--- config.mk ---
export PLATFORM = sky130hd
export DESIGN_NAME = mem_wb_stage
export DESIGN_NICKNAME = d
export VERILOG_FILES = /design/src/rtl/mem_wb_stage.sv
export SDC_FILE = /design/constraint.sdc
export NUM_CORES = 1
export LEC_CHECK = 0
export CAP_MARGIN = 0
export CORE_ASPECT_RATIO = 0.75
export CORE_UTILIZATION = 47
export CTS_CLUSTER_DIAMETER = 150
export DETAILED_ROUTE_END_ITERATION = 10
export PLACE_DENSITY = 0.95
export SLEW_MARGIN = 15
export SYNTH_ARGS = -nofsm -noshare
export SYNTH_HDL_FRONTEND = slang
export SYNTH_SLANG_ARGS = --single-unit
--- constraint.sdc ---
create_clock -name clk -period 5.1 [get_ports clk]
set_input_delay 1.02 -clock clk [delete_from_list [all_inputs] [get_ports clk]]
set_output_delay 1.02 -clock clk [all_outputs]
set_load 0.005 [all_outputs]
--- src/rtl/mem_wb_stage.sv ---
// MEM/WB pipeline stage: load alignment, cache-wait stall FSM with squash tracking, registered writeback.
// Optional misaligned-access trap enabled by defining MEM_WB_MISALIGN_TRAP_EN.
module mem_wb_stage (
    input  logic        clk,
    input  logic        rst,
    input  logic        valid_in,
    input  logic        flush,
    input  logic        data_read,
    input  logic        data_write,
    input  logic        load_regfile,
    input  logic [4:0]  rd,
    input  logic [2:0]  funct3_mem,
    input  logic [1:0]  addr_lsb,
    input  logic [31:0] alu_buffered,
    input  logic [31:0] data_rdata,
    input  logic        data_resp,
    output logic        stall_mem,
    output logic        wb_valid,
    output logic        wb_load_regfile,
    output logic [4:0]  wb_rd,
    output logic [31:0] wb_data,
    output logic [15:0] stall_cycles,
    output logic        misalign_trap
);

    typedef enum logic [1:0] {
        IDLE        = 2'd0,
        WAIT        = 2'd1,
        WAIT_SQUASH = 2'd2
    } state_t;

    state_t      state_r;
    logic        flush_pending_r;
    logic        access_s;
    logic        accept_s;
    logic        squash_s;
    logic        capture_s;
    logic        is_store_s;
    logic        misalign_s;
    logic        load_regfile_s;
    logic [31:0] result_s;

    function automatic logic [31:0] align_load(input logic [2:0]  f3,
                                               input logic [1:0]  lsb,
                                               input logic [31:0] word);
        logic [7:0]  b;
        logic [15:0] h;
        case (lsb)
            2'b00:   b = word[7:0];
            2'b01:   b = word[15:8];
            2'b10:   b = word[23:16];
            default: b = word[31:24];
        endcase
        h = lsb[1] ? word[31:16] : word[15:0];
        case (f3)
            3'b000:  align_load = {{24{b[7]}}, b};
            3'b100:  align_load = {24'h00_0000, b};
            3'b001:  align_load = {{16{h[15]}}, h};
            3'b101:  align_load = {16'h0000, h};
            default: align_load = word;
        endcase
    endfunction

`ifdef MEM_WB_MISALIGN_TRAP_EN
    // Word accesses need addr_lsb=00, halfword accesses need an even address.
    function automatic logic is_misaligned(input logic [2:0] f3, input logic [1:0] lsb);
        case (f3[1:0])
            2'b10:   is_misaligned = (lsb != 2'b00);
            2'b01:   is_misaligned = lsb[0];
            default: is_misaligned = 1'b0;
        endcase
    endfunction
`endif

    // Access/stall decode and next writeback values.
    always_comb begin
        access_s   = valid_in & (data_read | data_write) & ~flush_pending_r;
        stall_mem  = access_s & ~data_resp;
        accept_s   = valid_in & ~stall_mem;
        // A flushed wait keeps stalling but its result must never be written back.
        squash_s   = flush | flush_pending_r | (state_r == WAIT_SQUASH);
        capture_s  = accept_s & ~squash_s;
        is_store_s = data_write & ~data_read;
`ifdef MEM_WB_MISALIGN_TRAP_EN
        misalign_s = (data_read | data_write) & is_misaligned(funct3_mem, addr_lsb);
`else
        misalign_s = 1'b0;
`endif
        load_regfile_s = load_regfile & ~is_store_s & ~misalign_s;
        if (data_read) begin
            result_s = align_load(funct3_mem, addr_lsb, data_rdata);
        end else begin
            result_s = alu_buffered;
        end
    end

    // Stall FSM, saturating wait counter and registered writeback outputs.
    always_ff @(posedge clk or posedge rst) begin
        if (rst) begin
            state_r         <= IDLE;
            flush_pending_r <= 1'b0;
            stall_cycles    <= 16'h0000;
            wb_valid        <= 1'b0;
            wb_load_regfile <= 1'b0;
            wb_rd           <= 5'd0;
            wb_data         <= 32'h0000_0000;
            misalign_trap   <= 1'b0;
        end else begin
            if (stall_mem && (stall_cycles != 16'hFFFF)) begin
                stall_cycles <= stall_cycles + 16'd1;
            end

            // Flush with an empty MEM slot squashes the instruction arriving next.
            if (accept_s) begin
                flush_pending_r <= 1'b0;
            end else if (flush && !valid_in) begin
                flush_pending_r <= 1'b1;
            end

            if (stall_mem) begin
                case (state_r)
                    IDLE:        state_r <= flush ? WAIT_SQUASH : WAIT;
                    WAIT:        state_r <= flush ? WAIT_SQUASH : WAIT;
                    WAIT_SQUASH: state_r <= WAIT_SQUASH;
                    default:     state_r <= IDLE;
                endcase
            end else begin
                state_r <= IDLE;
            end

            if (capture_s) begin
                wb_valid        <= 1'b1;
                wb_load_regfile <= load_regfile_s;
                wb_rd           <= rd;
                wb_data         <= result_s;
                misalign_trap   <= misalign_s;
            end else begin
                wb_valid        <= 1'b0;
                wb_load_regfile <= 1'b0;
                misalign_trap   <= 1'b0;
            end
        end
    end

endmodule

==> results of run 1 <==
## per-stage QoR
stage	hold slack [ps]	setup WS (ps)	cells	utilization
5_1_grt	507.9	919.4	566	0.7216
4_1_cts	486.2	1033	566	0.7216
3_5_place_dp	472.3	1036	551	0.6916
6_report	481.7	1021	566	0.7216
3_3_place_gp	440.7	1051	551	0.6916
2_1_floorplan	423.2	2256	350	-
## cells in the mapped netlist, types with 9 or more instances
cell	count	area (sq um)
nand4_1	9	56.30
o22ai_1	9	56.30
clkbuf_1	12	45.04
a31oi_2	9	112.6
dfrtp_1	58	1451
o21ai_0	12	60.06
xnor2_1	9	78.83
buf_2	9	45.04
a21oi_1	23	115.1
nor2_1	26	97.59
mux2i_1	17	170.2
nand2_1	47	176.4
and3_1	19	118.9
## cells in the final DEF (no fill, tap or decap), drive strengths merged, types with 2 or more instances in the layout
| cell type | Yosys | layout |
|---|---|---|
| a21oi | 23 | 23 |
| a221oi | 6 | 6 |
| a31oi | 16 | 16 |
| and3 | 19 | 19 |
| buf | 13 | 5 |
| clkbuf | 12 | 13 |
| clkdlybuf4s50 | 0 | 137 |
| clkinv | 0 | 2 |
| dfrtp | 58 | 58 |
| inv | 8 | 7 |
| mux2 | 4 | 4 |
| mux2i | 17 | 17 |
| nand2 | 47 | 47 |
| nand2b | 5 | 5 |
| nand3 | 6 | 6 |
| nand4 | 10 | 10 |
| nor2 | 26 | 26 |
| nor3 | 3 | 3 |
| nor4 | 4 | 4 |
| o21ai | 15 | 15 |
| o221ai | 7 | 7 |
| o22a | 7 | 7 |
| o22ai | 9 | 9 |
| or2 | 3 | 3 |
| or3 | 2 | 2 |
| xnor2 | 9 | 9 |
| xor2 | 6 | 6 |
## layer usage
metal  up-vias  wire [um]
li1       1527          -
met4         0        248
met5         -          0
met3        23        852
met1      1555       4273
met2       187       4779
## registers in the layout, indices dropped and copies added, names as in the netlist
name             count
flush_pending_r      1
stall_cycles        16
state_r              2
wb_data             32
wb_load_regfile      1
wb_rd                5
wb_valid             1
## kinds of logic (layout without fill, tap and decap cells)
kind of cell | after synthesis | after routing | share of synthesized area
and+or+nand+nor | 132 | 132 | 0.2085
AOI/OAI and AO/OA | 89 | 89 | 0.1941
DFF | 58 | 58 | 0.4381
buffers and inverters | 33 | 165 | 0.04871
muxes | 21 | 21 | 0.06608
xor gates and xnor gates | 15 | 15 | 0.03965
adders and majority gates | 1 | 1 | 0.003776
other | 1 | 1 | 0.001132
## worst max-delay path by stage
stage / endpoint / cells after the start / slack (ps) / startpoint
6_report: stall_mem / 5 / 1020 / valid_in
5_1_grt: stall_mem / 5 / 920 / valid_in
4_1_cts: stall_mem / 5 / 1030 / valid_in
3_5_place_dp: stall_mem / 5 / 1040 / valid_in
3_3_place_gp: stall_mem / 5 / 1050 / valid_in
2_1_floorplan: stall_mem / 4 / 2260 / data_resp
## worst max-delay path: cells and delay by family
| family | cells | cell delay, ps |
|---|---|---|
| AND/OR/NAND/NOR | 2 | 800 |
| buffers and inverters | 3 | 1240 |
## where the power goes
| part | leakage (nW) | switching (mW) | internal, mW |
|---|---|---|---|
| Clock | 0.106 | 0.179 | 0.262 |
| Sequential | 0.720 | 0.0716 | 0.550 |
| Combinational | 1.27 | 0.185 | 0.290 |
| Total | 2.10 | 0.436 | 1.10 |
## final cells by class
class / instances / area, sq um
Clock buffer: 13 / 168.9
Clock inverter: 2 / 35.03
Tap cell: 84 / 105.1
Sequential cell: 58 / 1451
Fill cell: 506 / 1893
Inverter: 8 / 30.03
Timing Repair Buffer: 142 / 1409
Multi-Input combinational cell: 259 / 1707
==> metrics.md, run 1 <==
| Metric | Value |
|---|---|
| Status | finished clean |
| Initial antenna violation count | 0 |
| Worst path cell trace | clkdlybuf4s50_1, or3b_4, or2_0, inv_1, clkdlybuf4s50_1 |
| Final setup viols | 0 |
| Largest net degree at the start of global routing | 59 |
| Main synth FF type | dfrtp_1 |
| R2R Path End | wb_data[13] |
| Grt total ovfl | 0 |
| Leak pwr | 2.097 nW |
| Die height | 74.71 um |
| HP Start | wb_rd[0] |
| Worst EP required | 4080 ps |
| # hold bufs at CTS | 0 |
| Grt met2 use | 0.4678 |
| First-pass GRT wire length | 15470 um |
| Depth of the CTS H-tree | 3 |
| Met1 usage | 0.3470 |
| Die Wd | 98.95 um |
| CTS tree | done |
| Crit path capture type | output pin |
| Vias in the first global route | 3156 |
| HPWL Detailed | 7379 um |
| Asr flop ratio synth | 1.000 |
| Worst slew pin tran | 1039 ps |
| Final Total Pwr | 1.539 mW |
| R2R setup slack | 2300 ps |
| Final Cell Area | 4906 sq um |
| R2R cell count | 6 |
| Slew HR | 0.3066 |
| Gpl congestion | 0.9110 |
| Area delta synth->final | 48.07% |
| Peak Freq | 245.1 MHz |
| Post-CTS setup buffers | 0 |
| # DRC | 0 |
| HP Class | register to register |
| Max-slew violation count | 0 |
| Post-route ant nets | 0 |
| Clk_skew | 12.44 ps |
| Layout cells sized above 1 | 0.08714 |
| WP data arrival | 3060 ps |
| Hold Vio Cnt, Final | 0 |
| Via Count | 3292 |
| Clock Latency Late Sink | 350 ps |
| RSZ-0062 raised after global routing | no |
| Worst Hold End | wb_rd[0] |
| Worst VDD drop | 0.0001632 V |
| Most Frequent Cell on Critical Path | clkdlybuf4s50_1 |
| DR vias/cell | 5.816 |
| Pwr Density | 313.6 nW/um^2 |
| Post-layout nets | 561 |
| Clk buf depth | 2 |
| CP peak stage delay | 530 ps |
| Crit path max-delay cell type | clkdlybuf4s50_1 |
| Wire per inst | 17.94 um |
| Synth Net Count | 433 |
| 1st-pass router iterations | 4 |
| Post-synth EDFFs | 0 |
| Cts bufs inserted | 9 |
| GR Layer Usage met3 | 0.08542 |
| #FFs+latches synth | 58 |
| CP Class | input port to output pin |
| Core Area | 6799 sq um |
| Crit path max fanout | 9 |
| Die Footprint | 7393 sq um |
| Number of gates resized after cts | 0 |
| Synth Warn # | 0 |
| Max-cap viol count | 0 |
| Mean Syn Cell Area | 9.466 sq um |
| Number of distinct library cells after synthesis | 50 |
| Post-synthesis sequential area ratio | 0.4381 |
| Hold Crit Depth | 2 |
| Mapped Area | 3313 sq um |
| Initial DRC count | 259 |
| Starting Density | 0.4873 |
| Total Routed Length | 10150 um |
| CP Launch Type | input port |
| Ant diodes | 0 |
| Boundary pin count | 139 |
| CTS Root Cell | clkbuf_8 |
| Clk sink count | 58 |
| Tmin final | 4079 ps |
| Period utilization | 0.7999 |
| I/O Buffers | 137 |
| DP Area | 4702 sq um |
| Clk slew on worst S/H paths | 60 ps |
| Cells after Synth | 350 |
| Standard-cell rows | 26 |
| GRT Max-Usage Layer | met2 |
| Tot GR Track Use | 0.2811 |
| R2r startpoint | flush_pending_r |
| Setup TNS | 0 ps |
No activity file was read; power rests on OpenSTA's default activity.
==> run 2: changes to the inputs <==
CORE_UTILIZATION = 43   (was 47)
PLACE_DENSITY = 0.93   (was 0.95)
clock period = 4.05 ns   (was 5.1 ns; I/O delays follow)
==> run 2 against run 1 <==
Compared with the run above: routed wire length hardly changed; non-clock buffer count is 3 higher; first-iteration DRC count shrank 5.4%; hold slack better by 4.5 ps; design area increased by 0.51%; register-to-register slack got worse by 580 ps; critical endpoint unchanged.
==> metrics.md, run 2 (synthesized netlist as in run 1, its figures left out) <==
| Metric | Value |
|---|---|
| Status | finished clean |
| Via Count | 3305 (+0.39%) |
| Sequential Area | 1451 sq um (unchanged) |
| Most Frequent Cell on Critical Path | clkdlybuf4s50_1 |
| Gpl congestion | 0.9311 (+2.2%) |
| CP peak stage delay | 510 ps (-20 ps) |
| Tot GR Track Use | 0.2597 (-0.02146) |
| R2R Path End | wb_data[12] |
| Depth of the CTS H-tree | 3 (unchanged) |
| Max-slew violation count | 0 (unchanged) |
| HPWL Detailed | 7645 um (+3.6%) |
| Top flop regs | wb_data x32, stall_cycles x16, wb_rd x5 |
| Util after Layout | 0.6665 (-0.05507) |
| Clk_skew | 8.612 ps (-3.830 ps) |
| Layout cells sized above 1 | 0.09072 (+0.003585) |
| Initial antenna violation count | 0 (unchanged) |
| Worst path bufs/invs | 3 (unchanged) |
| Clock power frac | 0.271 (-0.016) |
| Core Area | 7398 sq um (+8.8%) |
| Hold Vio Cnt, Final | 0 (unchanged) |
| GRT Max-Usage Layer | met2 |
| RSZ-0062 raised after global routing | no |
| Die Wd | 103.4 um (+4.5%) |
| CTS tree | done |
| Pwr Density | 384.6 nW/um^2 (+23%) |
| Clk sink count | 58 (unchanged) |
| Initial DRC count | 245 (-5.4%) |
| Commonest non-fill, non-tap cell in the layout | clkdlybuf4s50_1 |
| Period utilization | 0.8320 |
| Post-route ant nets | 0 (unchanged) |
| Grt met2 use | 0.4066 (-0.06113) |
| Worst EP required | 3240 ps (-840 ps) |
| Register bank with the most flops | wb_data |
| # DRC | 0 (unchanged) |
| Die height | 78.02 um (+4.4%) |
| HP Start | wb_rd[0] |
| Die Footprint | 8064 sq um (+9.1%) |
| Boundary pin count | 139 (unchanged) |
| Hold Crit Depth | 2 (unchanged) |
| Peak Freq | 296.8 MHz |
| Largest net degree at the start of global routing | 42 (-29%) |
| Crit path capture type | output pin |
| WP depth | 5 (unchanged) |
| Sw power | 540.0 uW (+24%) |
| Crit path max fanout | 3 (-6) |
| HP Class | register to register |
| I/O Buffers | 137 (unchanged) |
| R2R cell count | 5 (-1) |
| Grt total ovfl | 0 (unchanged) |
| Register share of total power | 0.411 (+0.007) |
| Vias in the first global route | 3143 (-0.41%) |
| CP Class | input port to output pin |
| CP Launch Type | input port |
| Max FFs per register | 32 (unchanged) |
| R2R setup slack | 1720 ps (-580 ps) |
| Clock Latency Late Sink | 330 ps (-20 ps) |
| Worst Hold End | wb_rd[0] |
| Starting Density | 0.4478 (-0.03948) |
| DR vias/cell | 5.640 (-3.0%) |
| Final setup viols | 0 (unchanged) |
| Clk buf depth | 2 (unchanged) |
| Final Total Pwr | 1.897 mW (+23%) |
| 1st-pass router iterations | 6 (+2) |
| Internal | 1.357 mW (+23%) |
| WP data arrival | 2560 ps (-500 ps) |
| GR Layer Usage met3 | 0.06500 (-0.02042) |
| Sw Share | 0.2847 (+0.001532) |
| Commonest cells after routing, fill and taps aside | 137 x clkdlybuf4s50_1, 58 x dfrtp_1, 47 x nand2_1 |
| Fill cells | 586 (+16%) |
| Top Family by Delay on Critical Path | buffers and inverters |
| Worst VDD drop | 0.0001913 V (+17%) |
| Wire per inst | 17.31 um (-3.5%) |
| Ant diodes | 0 (unchanged) |
| Leak pwr | 2.102 nW (+0.25%) |
| First-pass GRT wire length | 15900 um (+2.8%) |
| Tmin final | 3370 ps |
| Max-cap viol count | 0 (unchanged) |
| Standard-cell rows | 27 (+3.8%) |
| Comb pwr share | 0.317 (+0.008) |
| Total Routed Length | 10150 um (about the same) |
| Worst slew pin tran | 1036 ps (-3.062 ps) |
| R2r startpoint | flush_pending_r |
| Number of gates resized after cts | 0 (unchanged) |
| Slew HR | 0.2984 (-0.008113) |
| CTS Root Cell | clkbuf_8 |
| Setup TNS | 0 ps (unchanged) |
| Cts bufs inserted | 9 (unchanged) |
| Worst path cell trace | clkdlybuf4s50_1, or3b_4, or2_0, inv_1, clkdlybuf4s50_1 |
| Clk slew on worst S/H paths | 60 ps (about the same) |
| Post-layout nets | 564 (+0.53%) |
| Crit path max-delay cell type | clkdlybuf4s50_1 |
| Multi-input gate area | 1707 sq um (unchanged) |
| Post-CTS setup buffers | 0 (unchanged) |
| Met1 usage | 0.3481 (+0.001173) |
| # hold bufs at CTS | 0 (unchanged) |
| Area delta synth->final | 48.83% |
-- run 2: cell types whose count changed in the layout (fill, tap and decap cells not counted), sizes merged --
cell	delta
buf	+3
clkbuf	-1
clkinv	+1
-- run 2: per-stage QoR --
stage	hold slack [ps]	instance area, sq um	setup WS [ps]	instances
2_1_floorplan	423.2	3313	1626	350
3_3_place_gp	434.8	4746	718.0	571
3_5_place_dp	468.1	4746	677.1	571
4_1_cts	482.0	4931	676.8	586
5_1_grt	503.8	4931	568.8	586
6_report	486.2	4931	680.3	586
-- run 2: layout make-up --
cell class / count / share of cell area
well taps: 101 / 0.02563
inverters: 8 / 0.006090
repair buffers: 145 / 0.2903
clock buffers: 12 / 0.02943
flip-flops and latches: 58 / 0.2943
multi-input cells: 259 / 0.3461
clock inverters: 3 / 0.008120
-- run 2: worst max path at each step --
stage | end | slack, ps | from
6_report | stall_mem | 680 | valid_in
5_1_grt | stall_mem | 570 | valid_in
4_1_cts | stall_mem | 680 | valid_in
3_5_place_dp | stall_mem | 680 | valid_in
3_3_place_gp | stall_mem | 720 | valid_in
2_1_floorplan | stall_mem | 1630 | data_resp
-- run 2: power groups by stage --
stage / clock network (mW) / logic, mW / registers [mW]
2_1_floorplan: 0 / 0.222 / 0.785
3_3_place_gp: 0 / 0.582 / 0.783
3_5_place_dp: 0 / 0.603 / 0.787
4_1_cts: 0.526 / 0.604 / 0.780
5_1_grt: 0.552 / 0.654 / 0.793
6_report: 0.515 / 0.602 / 0.780
-- run 2: per-layer routing --
metal | routed length (um) | up-vias
met5 | 0 | -
met4 | 190 | 0
met3 | 795 | 18
met2 | 4723 | 173
met1 | 4437 | 1577
li1 | - | 1537
-- run 2: worst reg2reg max path, stage by stage (launching register included) --
cell       delay (ps)
dfrtp_1           390
or2_2             310
o2111ai_2         190
clkinv_1          470
o311ai_1          520
o221ai_1          270
